**config.mk**
```make
export PLATFORM = sky130hd
export DESIGN_NAME = register_file_nr
export DESIGN_NICKNAME = d
export VERILOG_FILES = /design/src/rtl/register_file_nr.sv
export SDC_FILE = /design/constraint.sdc
export NUM_CORES = 1
export LEC_CHECK = 0
export BUFFER_PORTS_ARGS = -buffer_cell sky130_fd_sc_hd__buf_2
export CELL_PAD_IN_SITES_DETAIL_PLACEMENT = 0
export CELL_PAD_IN_SITES_GLOBAL_PLACEMENT = 1
export CORE_MARGIN = 2
export CORE_UTILIZATION = 30
export DETAILED_ROUTE_END_ITERATION = 10
export MAX_ROUTING_LAYER = met4
export PLACE_DENSITY = 0.64
export RECOVER_POWER = 100
export SKIP_CTS_REPAIR_TIMING = 1
export SLEW_MARGIN = 10
export SYNTH_ARGS = -nofsm -noshare
export SYNTH_HDL_FRONTEND = slang
export SYNTH_SLANG_ARGS = --single-unit
```
**constraint.sdc**
```tcl
create_clock -name clk -period 7.3 [get_ports clk]
set_input_delay 0.73 -clock clk [delete_from_list [all_inputs] [get_ports clk]]
set_output_delay 0.73 -clock clk [all_outputs]
set_load 0.01 [all_outputs]
```
**src/rtl/register_file_nr.sv**
```systemverilog
// Parametrised register file: DEPTH words of WIDTH bits, one synchronous write
// port, two combinational read ports, optional write-to-read bypass.
module register_file_nr #(
  parameter int unsigned WIDTH  = 32,
  parameter int unsigned DEPTH  = 8,
  parameter int unsigned AW     = 3,
  parameter int unsigned BYPASS = 0
) (
  input  logic             clk,
  input  logic             reset,
  input  logic             we,
  input  logic [AW-1:0]    wr_addr,
  input  logic [WIDTH-1:0] wr_data,
  input  logic [AW-1:0]    rd_addr0,
  output logic [WIDTH-1:0] rd_data0,
  input  logic [AW-1:0]    rd_addr1,
  output logic [WIDTH-1:0] rd_data1,
  output logic             wr_err
);

  // One extra bit so DEPTH == 2**AW still compares correctly.
  localparam logic [AW:0] DEPTH_W = (AW+1)'(DEPTH);

  logic [WIDTH-1:0] mem_q [DEPTH];
  logic [WIDTH-1:0] mem_d [DEPTH];
  logic             wr_err_q, wr_err_d;
  logic             wr_in_range;

  always_comb begin
    wr_in_range = ({1'b0, wr_addr} < DEPTH_W);
    wr_err_d    = we && !wr_in_range;
    mem_d       = mem_q;
    for (int unsigned i = 0; i < DEPTH; i++) begin
      if (we && wr_in_range && (wr_addr == AW'(i))) begin
        mem_d[i] = wr_data;
      end
    end
  end

  // Decoding only the DEPTH valid addresses makes out-of-range reads return 0.
  always_comb begin
    rd_data0 = '0;
    for (int unsigned i = 0; i < DEPTH; i++) begin
      if (rd_addr0 == AW'(i)) rd_data0 = mem_q[i];
    end
    if ((BYPASS != 0) && we && wr_in_range && (rd_addr0 == wr_addr)) begin
      rd_data0 = wr_data;
    end
  end

  always_comb begin
    rd_data1 = '0;
    for (int unsigned i = 0; i < DEPTH; i++) begin
      if (rd_addr1 == AW'(i)) rd_data1 = mem_q[i];
    end
    if ((BYPASS != 0) && we && wr_in_range && (rd_addr1 == wr_addr)) begin
      rd_data1 = wr_data;
    end
  end

  always_ff @(posedge clk or posedge reset) begin
    if (reset) begin
      for (int unsigned i = 0; i < DEPTH; i++) mem_q[i] <= '0;
      wr_err_q <= 1'b0;
    end else begin
      mem_q    <= mem_d;
      wr_err_q <= wr_err_d;
    end
  end

  assign wr_err = wr_err_q;

endmodule

```
==> reports/results.tsv, run 1 <==
stage	metric	value	unit
logic_synthesis	ys_ff_latch	256	
clock_tree	numCtsBuffers	29	
sta	tightestPinTransition	3.63	ns
die	initial_core_util	0.304	
final_layout	area_delta_synth_final	11.7	%
setup_path	crit_chain	buf_2 > buf_4 > and2_0 > a32oi_1 > buf_2	
setup_path	crit_arrival	4.69	ns
drt	drt_wl_total	42.9	mm
logic_synthesis	synth_edf_count	0	
die	fp-row-count	79	
final_layout	finish.utilization	0.340	
final_layout	nNetsFinal	1307	
setup_path	critPathRequiredTime	6.57	ns
drt	drt_iter0_markers	587	
drt	antenna_left	0	
status	violations	DRC, capacitance limit, slew limit	
sta	max_freq	184	MHz
final_layout	top_regs	mem_q (256)	
clock_tree	cts_root_buffer	clkbuf_16	
logic_synthesis	syn_nets	1260	
power_and_ir_drop	powerDensity	276	nW/um^2
logic_synthesis	syn_area	14200	sq um
setup_path	critPathMaxStageDelay	2.25	ns
logic_synthesis	synthTopCellsByCount	mux2_2 (270), dfrtp_1 (256), mux2i_1 (105), nand2_1 (72), o21ai_0 (70)	
clock_tree	clockBufferDepth	3	
final_layout	final_area	15900	sq um
logic_synthesis	yosysMostFrequentCell	mux2_2	
final_layout	drive_gt1_frac	0.303	
power_and_ir_drop	leakage	6.52	nW
global_routing	grt_pass1_wl	65.5	mm
clock_tree	clock-sinks	256	
placed_design	dp_slack	3.18	ns
sta	final.setup.tns	0	ns
drt	vias	10200	
placed_design	dp_hpwl	24.2	mm
placed_design	placed_area	15100	sq um
final_layout	largest_reg_flops	256	
clock_tree	clkTransAtPathRegs	0.06	ns
die	die_w	222	um
logic_synthesis	synth_cell_types	39	
drt	wire_per_inst	22.7	um
logic_synthesis	synth_largest_area_cell	dfrtp_1	
setup_path	cp_slowest_cell	and2_0	
placed_design	portBuffers	107	
logic_synthesis	syn_inst	1216	
die	die_h	222	um
logic_synthesis	synth_area_leaders	dfrtp_1 (45%), mux2_2 (21%), mux2i_1 (7.4%)	
clock_tree	htree_levels	1	
setup_path	cp-start-kind	input pin	
global_routing	antenna_found_initial	3	
logic_synthesis	synth_top_cell_area_share	0.451	
sta	slew_headroom	-1.42	
run	maxCapViolations	13	
sta	timing.final.ws_setup	1.88	ns
sta	rsz0062_at_grt	false	
sta	layout_min_cycle_time	5.42	ns
die	io_pins	109	
die	coreArea	46700	sq um
sta	slew_violations	572	
drt	dr.pass1.iters	8	
die	die_area	49100	sq um
status	status	finished with violations	
global_routing	grt-ovfl-total	0	
final_layout	top_register	mem_q	
power_and_ir_drop	ir_worst_vdd	0.000122	V
sta	final.period_utilization	0.743	
sta	skew	0	ns
global_routing	grt_pass1_vias	10500	
setup_path	cpMostUsedCell	buf_2	
sta	finalSetupViolations	0	
global_routing	grt_max_degree	141	
logic_synthesis	syn_area_per_cell	11.7	sq um
setup_path	crit_path_end_kind	output port	
sta	hold_violations	0	
final_layout	fillerInstances	4741	
placed_design	gp_congestion	0.745	
drt	drc	14	
logic_synthesis	synth_ff_type	dfrtp_1	
logic_synthesis	synthArstFlopShare	1.00	
logic_synthesis	yosysWarnings	0	
setup_path	r2r_slack	6.50	ns
setup_path	critPathKind	in2out	
worst_hold_path	hp-class	in2reg	
setup_path	cp_max_fo	33	
logic_synthesis	synth-seq-area-share	0.451	
drt	vias_per_cell	5.37	
global_routing	track_usage	0.177	
clock_tree	cts_tree	built	
clock_tree	insertion_delay	0.56	ns
==> power by group <==
group,internal (W),switching (W)
combinational,0.000536,0.000480
clock,0.000819,0.000589
sequential,0.00174,0.000223
==> stage by stage <==
| step | hold WS [ns] | total power [W] | cells |
|---|---|---|---|
| final | 0.499 | 0.00438 | 1892 |
| after global routing | 0.519 | 0.00462 | 1891 |
| after CTS | 0.438 | 0.00444 | 1888 |
| after detailed placement | 0.495 | 0.00302 | 1839 |
| after global placement | 0.479 | 0.00299 | 1839 |
| after floorplan | 0.465 | 0.00269 | 1216 |
==> logic make-up (layout without fill, tap and decap cells) <==
group,Yosys count,after routing,share of synthesized area
DFF,256,256,0.451
AOI/OAI and AO/OA,262,262,0.131
and+or+nand+nor,195,195,0.0721
buffers and inverters,116,181,0.0438
muxes,386,386,0.302
other,1,5,0.000264
==> cell type report <==
class	count	area [sq um]	area share
multi-input cells	844	7170	0.452
repair buffers	129	602	0.0379
inverters	3	15.0	0.000947
clock inverters	6	60.1	0.00379
flip-flops and latches	256	6410	0.404
well taps	607	759	0.0479
clock buffers	43	838	0.0528
diodes	4	10.0	0.000631
==> critical path, delay by kind of cell <==
family	cells	cell delay [ns]
AO/OA/AOI/OAI	1	0.50
buffers and inverters	3	1.19
AND/OR/NAND/NOR	1	2.25
==> routing by layer <==
| layer | vias up | share of wire | GRT usage |
|---|---|---|---|
| met3 | 75 | 0.044 | 0.0240 |
| met5 | - | 0 | - |
| met4 | 0 | 0.025 | 0.0501 |
| met1 | 5217 | 0.44 | 0.222 |
| met2 | 233 | 0.49 | 0.300 |
| li1 | 4628 | - | - |
==> cells in the final DEF (no fill, tap or decap), drive strengths merged, types with 2 or more instances in the layout <==
cell        n
a21oi      18
a22oi       2
mux4        6
nand2b     16
a32oi      58
nand2      72
mux2i     105
a221oi      2
diode       4
a22o       59
nor3b       4
nand4b      3
dfrtp     256
or2         2
nor2       32
o22a       12
clkinv      3
buf        62
inv         2
nor3        2
o21ai      75
nor2b      61
mux2      275
clkinvlp    3
and2        2
clkbuf    110
a31oi      33
==> final timing paths <==
kind / cells past startpoint / end / from
hold / removal: 2 / mem_q[218]$_DFFE_PP0P_ / wr_data[26]
min in group asynchronous: 3 / mem_q[23]$_DFFE_PP0P_ / reset
max in group asynchronous: 4 / mem_q[101]$_DFFE_PP0P_ / reset
setup / recovery: 5 / rd_data1[17] / rd_addr1[2]
hold reg to reg: 1 / mem_q[103]$_DFFE_PP0P_ / mem_q[103]$_DFFE_PP0P_
setup reg to reg: 1 / mem_q[240]$_DFFE_PP0P_ / mem_q[240]$_DFFE_PP0P_
Power figures use the tool's default switching activity.
==> run 2: changes to the inputs <==
Clock period 7.3 ns to 4.5 ns, I/O delays scaled along.
==> reports/results.tsv, run 2 (synthesis results as in run 1) <==
stage	metric	value	unit
die	initial_core_util	0.304	
power_and_ir_drop	ir_worst_vdd	0.000236	V
status	violations	DRC, capacitance limit, slew limit	
clock_tree	insertion_delay	0.56	ns
setup_path	crit_path_end_kind	output port	
global_routing	grt_pass1_vias	10700	
drt	drt_iter0_markers	690	
final_layout	nNetsFinal	1315	
die	die_h	222	um
sta	final.period_utilization	0.826	
drt	vias_per_cell	5.38	
placed_design	portBuffers	107	
global_routing	track_usage	0.179	
sta	timing.final.ws_setup	0.781	ns
setup_path	r2r_slack	3.68	ns
die	fp-row-count	79	
power_and_ir_drop	leakage	6.68	nW
clock_tree	cts_tree	built	
die	io_pins	109	
global_routing	grt_pass1_wl	66.3	mm
drt	wire_per_inst	22.6	um
placed_design	dp_slack	1.39	ns
sta	slew_violations	536	
setup_path	cp-start-kind	input pin	
clock_tree	clockBufferDepth	3	
drt	drt_wl_total	43.1	mm
sta	hold_violations	0	
setup_path	cp_max_fo	61	
die	die_w	222	um
final_layout	final_cell_mix	mux2_2 (270), dfrtp_1 (256), mux2i_1 (105)	
final_layout	top_register	mem_q	
worst_hold_path	hold-path-cell-count	2	
global_routing	grt-ovfl-total	0	
sta	skew	0	ns
final_layout	regArea	6410	sq um
sta	max_freq	269	MHz
die	coreArea	46700	sq um
setup_path	crit_arrival	3.27	ns
worst_hold_path	whs_endpoint	mem_q[8]$_DFFE_PP0P_	
drt	drc	7	
sta	finalSetupViolations	0	
placed_design	place_inst	1844	
final_layout	final_common_cell	mux2_2	
global_routing	antenna_found_initial	4	
placed_design	placed_area	15200	sq um
placed_design	gp_congestion	0.753	
drt	vias	10300	
clock_tree	numCtsBuffers	31	
sta	tightestPinTransition	3.03	ns
sta	whs	0.201	ns
setup_path	critPathKind	in2out	
sta	rsz0062_at_grt	false	
clock_tree	clkTransAtPathRegs	0.06	ns
clock_tree	clock-sinks	256	
final_layout	stdcell_count	1907	
run	maxCapViolations	12	
clock_tree	htree_levels	1	
sta	final.setup.tns	0	ns
setup_path	reg2reg_depth	1	
final_layout	final_area	16100	sq um
drt	antenna_left	0	
setup_path	crit-reg2reg-launch	mem_q[217]$_DFFE_PP0P_	
final_layout	area_delta_synth_final	13.7	%
final_layout	fillerInstances	4675	
die	die_area	49100	sq um
power_and_ir_drop	powerDensity	463	nW/um^2
setup_path	critPathRequiredTime	4.05	ns
worst_hold_path	hold_path_startpoint	wr_data[8]	
setup_path	r2r_end	mem_q[217]$_DFFE_PP0P_	
drt	dr.pass1.iters	8	
final_layout	multi_input_area	7160	sq um
global_routing	grt_max_degree	129	
sta	slew_headroom	-1.02	
status	status	finished with violations	
final_layout	top_regs	mem_q (256)	
sta	layout_min_cycle_time	3.72	ns
clock_tree	cts_root_buffer	clkbuf_16	
worst_hold_path	hp-class	in2reg	
final_layout	largest_reg_flops	256	
final_layout	drive_gt1_frac	0.316	
placed_design	dp_hpwl	24.7	mm
-- run 2: layout make-up --
type / count / area share
antenna: 4 / 0.000620
clock buffer: 45 / 0.0581
clock inverter: 13 / 0.00992
inverter: 3 / 0.000775
multi-input combinational: 844 / 0.444
sequential: 256 / 0.397
tap: 607 / 0.0470
timing repair buffer: 135 / 0.0429
-- run 2: metrics by stage --
stage,total power (W),utilization
after global routing,0.00788,0.346
final,0.00748,0.346
after detailed placement,0.00491,0.325
after floorplan,0.00437,-
after CTS,0.00759,0.349
after global placement,0.00486,0.325
-- run 2: worst max-delay path, stage by stage --
cell      delay, ns
clkbuf_2       1.24
buf_4          0.56
mux4_2         0.54
mux2_2         0.29
buf_2          0.14
-- run 2: layer usage --
metal  share of wire  GRT usage
met5               0          -
met3           0.045     0.0243
met1            0.46      0.237
met2            0.47      0.285
met4           0.023     0.0551
-- run 2: how the worst max path moves through the flow --
| stage | depth (start not counted) | start | end | slack, ns |
|---|---|---|---|---|
| 4_1_cts | 5 | rd_addr1[1] | rd_data1[14] | 1.39 |
| 2_1_floorplan | 1 | reset | mem_q[0]$_DFFE_PP0P_ | 0.68 |
| 3_5_place_dp | 5 | rd_addr1[1] | rd_data1[14] | 1.39 |
| 5_1_grt | 5 | rd_addr0[1] | rd_data0[24] | 0.66 |
| 3_3_place_gp | 5 | rd_addr1[1] | rd_data1[31] | 1.34 |
| 6_report | 5 | rd_addr0[1] | rd_data0[24] | 0.78 |
-- run 2: report_power, final --
group          internal [W]  leakage, nW  switching (W)
sequential          0.00282         3.07       0.000364
combinational      0.000878         3.06       0.000780
clock               0.00162        0.545        0.00102
total               0.00531         6.68        0.00217
==> run 3: changes to the inputs <==
Settings changed: PLACE_DENSITY 0.64 to 0.63.
Clock period 4.5 ns to 3.73 ns, I/O delays scaled along.
==> reports/results.tsv, run 3 (synthesis results as in run 1) <==
stage	metric	value	unit
status	status	finished with violations	
status	violations	DRC, capacitance limit, slew limit	
setup_path	crit_chain	buf_4 > and2_0 > clkbuf_1 > a32oi_1 > clkbuf_1	
worst_hold_path	hp-class	in2reg	
setup_path	r2r_slack	2.92	ns
die	die_h	222	um
placed_design	dp_hpwl	25.2	mm
final_layout	final_cell_mix	mux2_2 (270), dfrtp_1 (256), mux2i_1 (105)	
run	maxCapViolations	9	
drt	wire_per_inst	22.6	um
final_layout	top_regs	mem_q (256)	
setup_path	cp-start-kind	input pin	
sta	tightestPinTransition	3.06	ns
die	die_area	49100	sq um
final_layout	stdcell_count	1906	
sta	slew_violations	281	
sta	finalSetupViolations	0	
sta	hold_violations	0	
drt	drc	4	
setup_path	cp_slowest_cell	clkbuf_1	
drt	vias	10200	
power_and_ir_drop	powerDensity	544	nW/um^2
global_routing	antenna_found_initial	1	
die	initial_core_util	0.304	
clock_tree	cts_tree	built	
power_and_ir_drop	finalPower	0.00871	W
sta	final.period_utilization	0.843	
clock_tree	cts_root_buffer	clkbuf_16	
drt	drt_wl_total	43.1	mm
sta	rsz0062_at_grt	false	
clock_tree	htree_levels	1	
clock_tree	clockBufferDepth	3	
sta	skew	0	ns
placed_design	gp_congestion	0.785	
setup_path	r2r_end	mem_q[217]$_DFFE_PP0P_	
clock_tree	clkTransAtPathRegs	0.06	ns
die	io_pins	109	
placed_design	dp_slack	1.04	ns
global_routing	grt_max_degree	58	
final_layout	area_delta_synth_final	12.9	%
sta	whs	0.159	ns
global_routing	grt_pass1_wl	65.8	mm
setup_path	cp_max_fo	51	
setup_path	critPathRequiredTime	3.36	ns
placed_design	portBuffers	107	
die	die_w	222	um
setup_path	cpMostUsedCell	clkbuf_1	
final_layout	drive_gt1_frac	0.317	
die	coreArea	46700	sq um
clock_tree	insertion_delay	0.55	ns
placed_design	place_inst	1855	
global_routing	grt_pass1_vias	10500	
final_layout	largest_reg_flops	256	
worst_hold_path	hold-path-cell-count	2	
sta	max_freq	318	MHz
global_routing	grt-ovfl-total	0	
setup_path	critPathMaxStageDelay	0.71	ns
drt	dr.pass1.iters	8	
setup_path	reg2reg_depth	1	
global_routing	track_usage	0.178	
clock_tree	clock-sinks	256	
power_and_ir_drop	leakage	6.65	nW
worst_hold_path	hold_path_startpoint	wr_data[8]	
worst_hold_path	whs_endpoint	mem_q[104]$_DFFE_PP0P_	
final_layout	top_register	mem_q	
final_layout	final_common_cell	mux2_2	
die	fp-row-count	79	
power_and_ir_drop	ir_worst_vdd	0.000277	V
setup_path	crit-reg2reg-launch	mem_q[217]$_DFFE_PP0P_	
clock_tree	numCtsBuffers	29	
final_layout	nNetsFinal	1323	
sta	layout_min_cycle_time	3.15	ns
drt	antenna_left	0	
sta	slew_headroom	-1.04	
drt	drt_iter0_markers	676	
setup_path	critPathKind	in2out	
sta	timing.final.ws_setup	0.585	ns
drt	vias_per_cell	5.36	
setup_path	crit_arrival	2.77	ns
setup_path	crit_path_end_kind	output port	
-- run 3: final cells by class --
| class | instances | area [sq um] |
|---|---|---|
| Fill cell | 4666 | 30600 |
| Multi-Input combinational cell | 844 | 7170 |
| Sequential cell | 256 | 6410 |
| Clock buffer | 43 | 828 |
| Tap cell | 607 | 759 |
| Timing Repair Buffer | 145 | 738 |
| Clock inverter | 7 | 110 |
| Inverter | 3 | 12.5 |
| Antenna cell | 1 | 2.50 |
-- run 3: through the flow --
stage,utilization,instance area (sq um),setup TNS (ns)
final,0.344,16000,0
after global routing,0.344,16000,0
after CTS,0.348,16200,0
after detailed placement,0.328,15300,0
after global placement,0.328,15300,0
after floorplan,-,14200,-3.74
-- run 3: worst max path at each step --
stage           startpoint  slack [ns]                   end
6_report       rd_addr0[1]        0.58          rd_data0[20]
3_5_place_dp   rd_addr1[1]        1.04          rd_data1[17]
5_1_grt        rd_addr0[1]        0.48          rd_data0[20]
3_3_place_gp   rd_addr1[1]        1.04          rd_data1[16]
4_1_cts        rd_addr1[1]        1.03          rd_data1[17]
2_1_floorplan        reset       -0.01  mem_q[0]$_DFFE_PP0P_
-- run 3: critical path: cells and delay by family --
kind / cells / cell delay (ns)
simple gates: 1 / 0.58
buf+inv: 3 / 1.47
compound gates: 1 / 0.32
-- run 3: power breakdown --
group	switching (W)	internal [W]
Combinational	0.000937	0.00106
Sequential	0.000440	0.00340
Clock	0.00115	0.00173
Total	0.00253	0.00619
-- run 3: layer usage --
| layer | global-route usage | routed length (um) | vias to the layer above |
|---|---|---|---|
| met5 | - | 0 | - |
| met4 | 0.0462 | 920 | 0 |
| met3 | 0.0201 | 1790 | 55 |
| met1 | 0.240 | 20000 | 5305 |
| li1 | - | - | 4641 |
| met2 | 0.285 | 20400 | 224 |
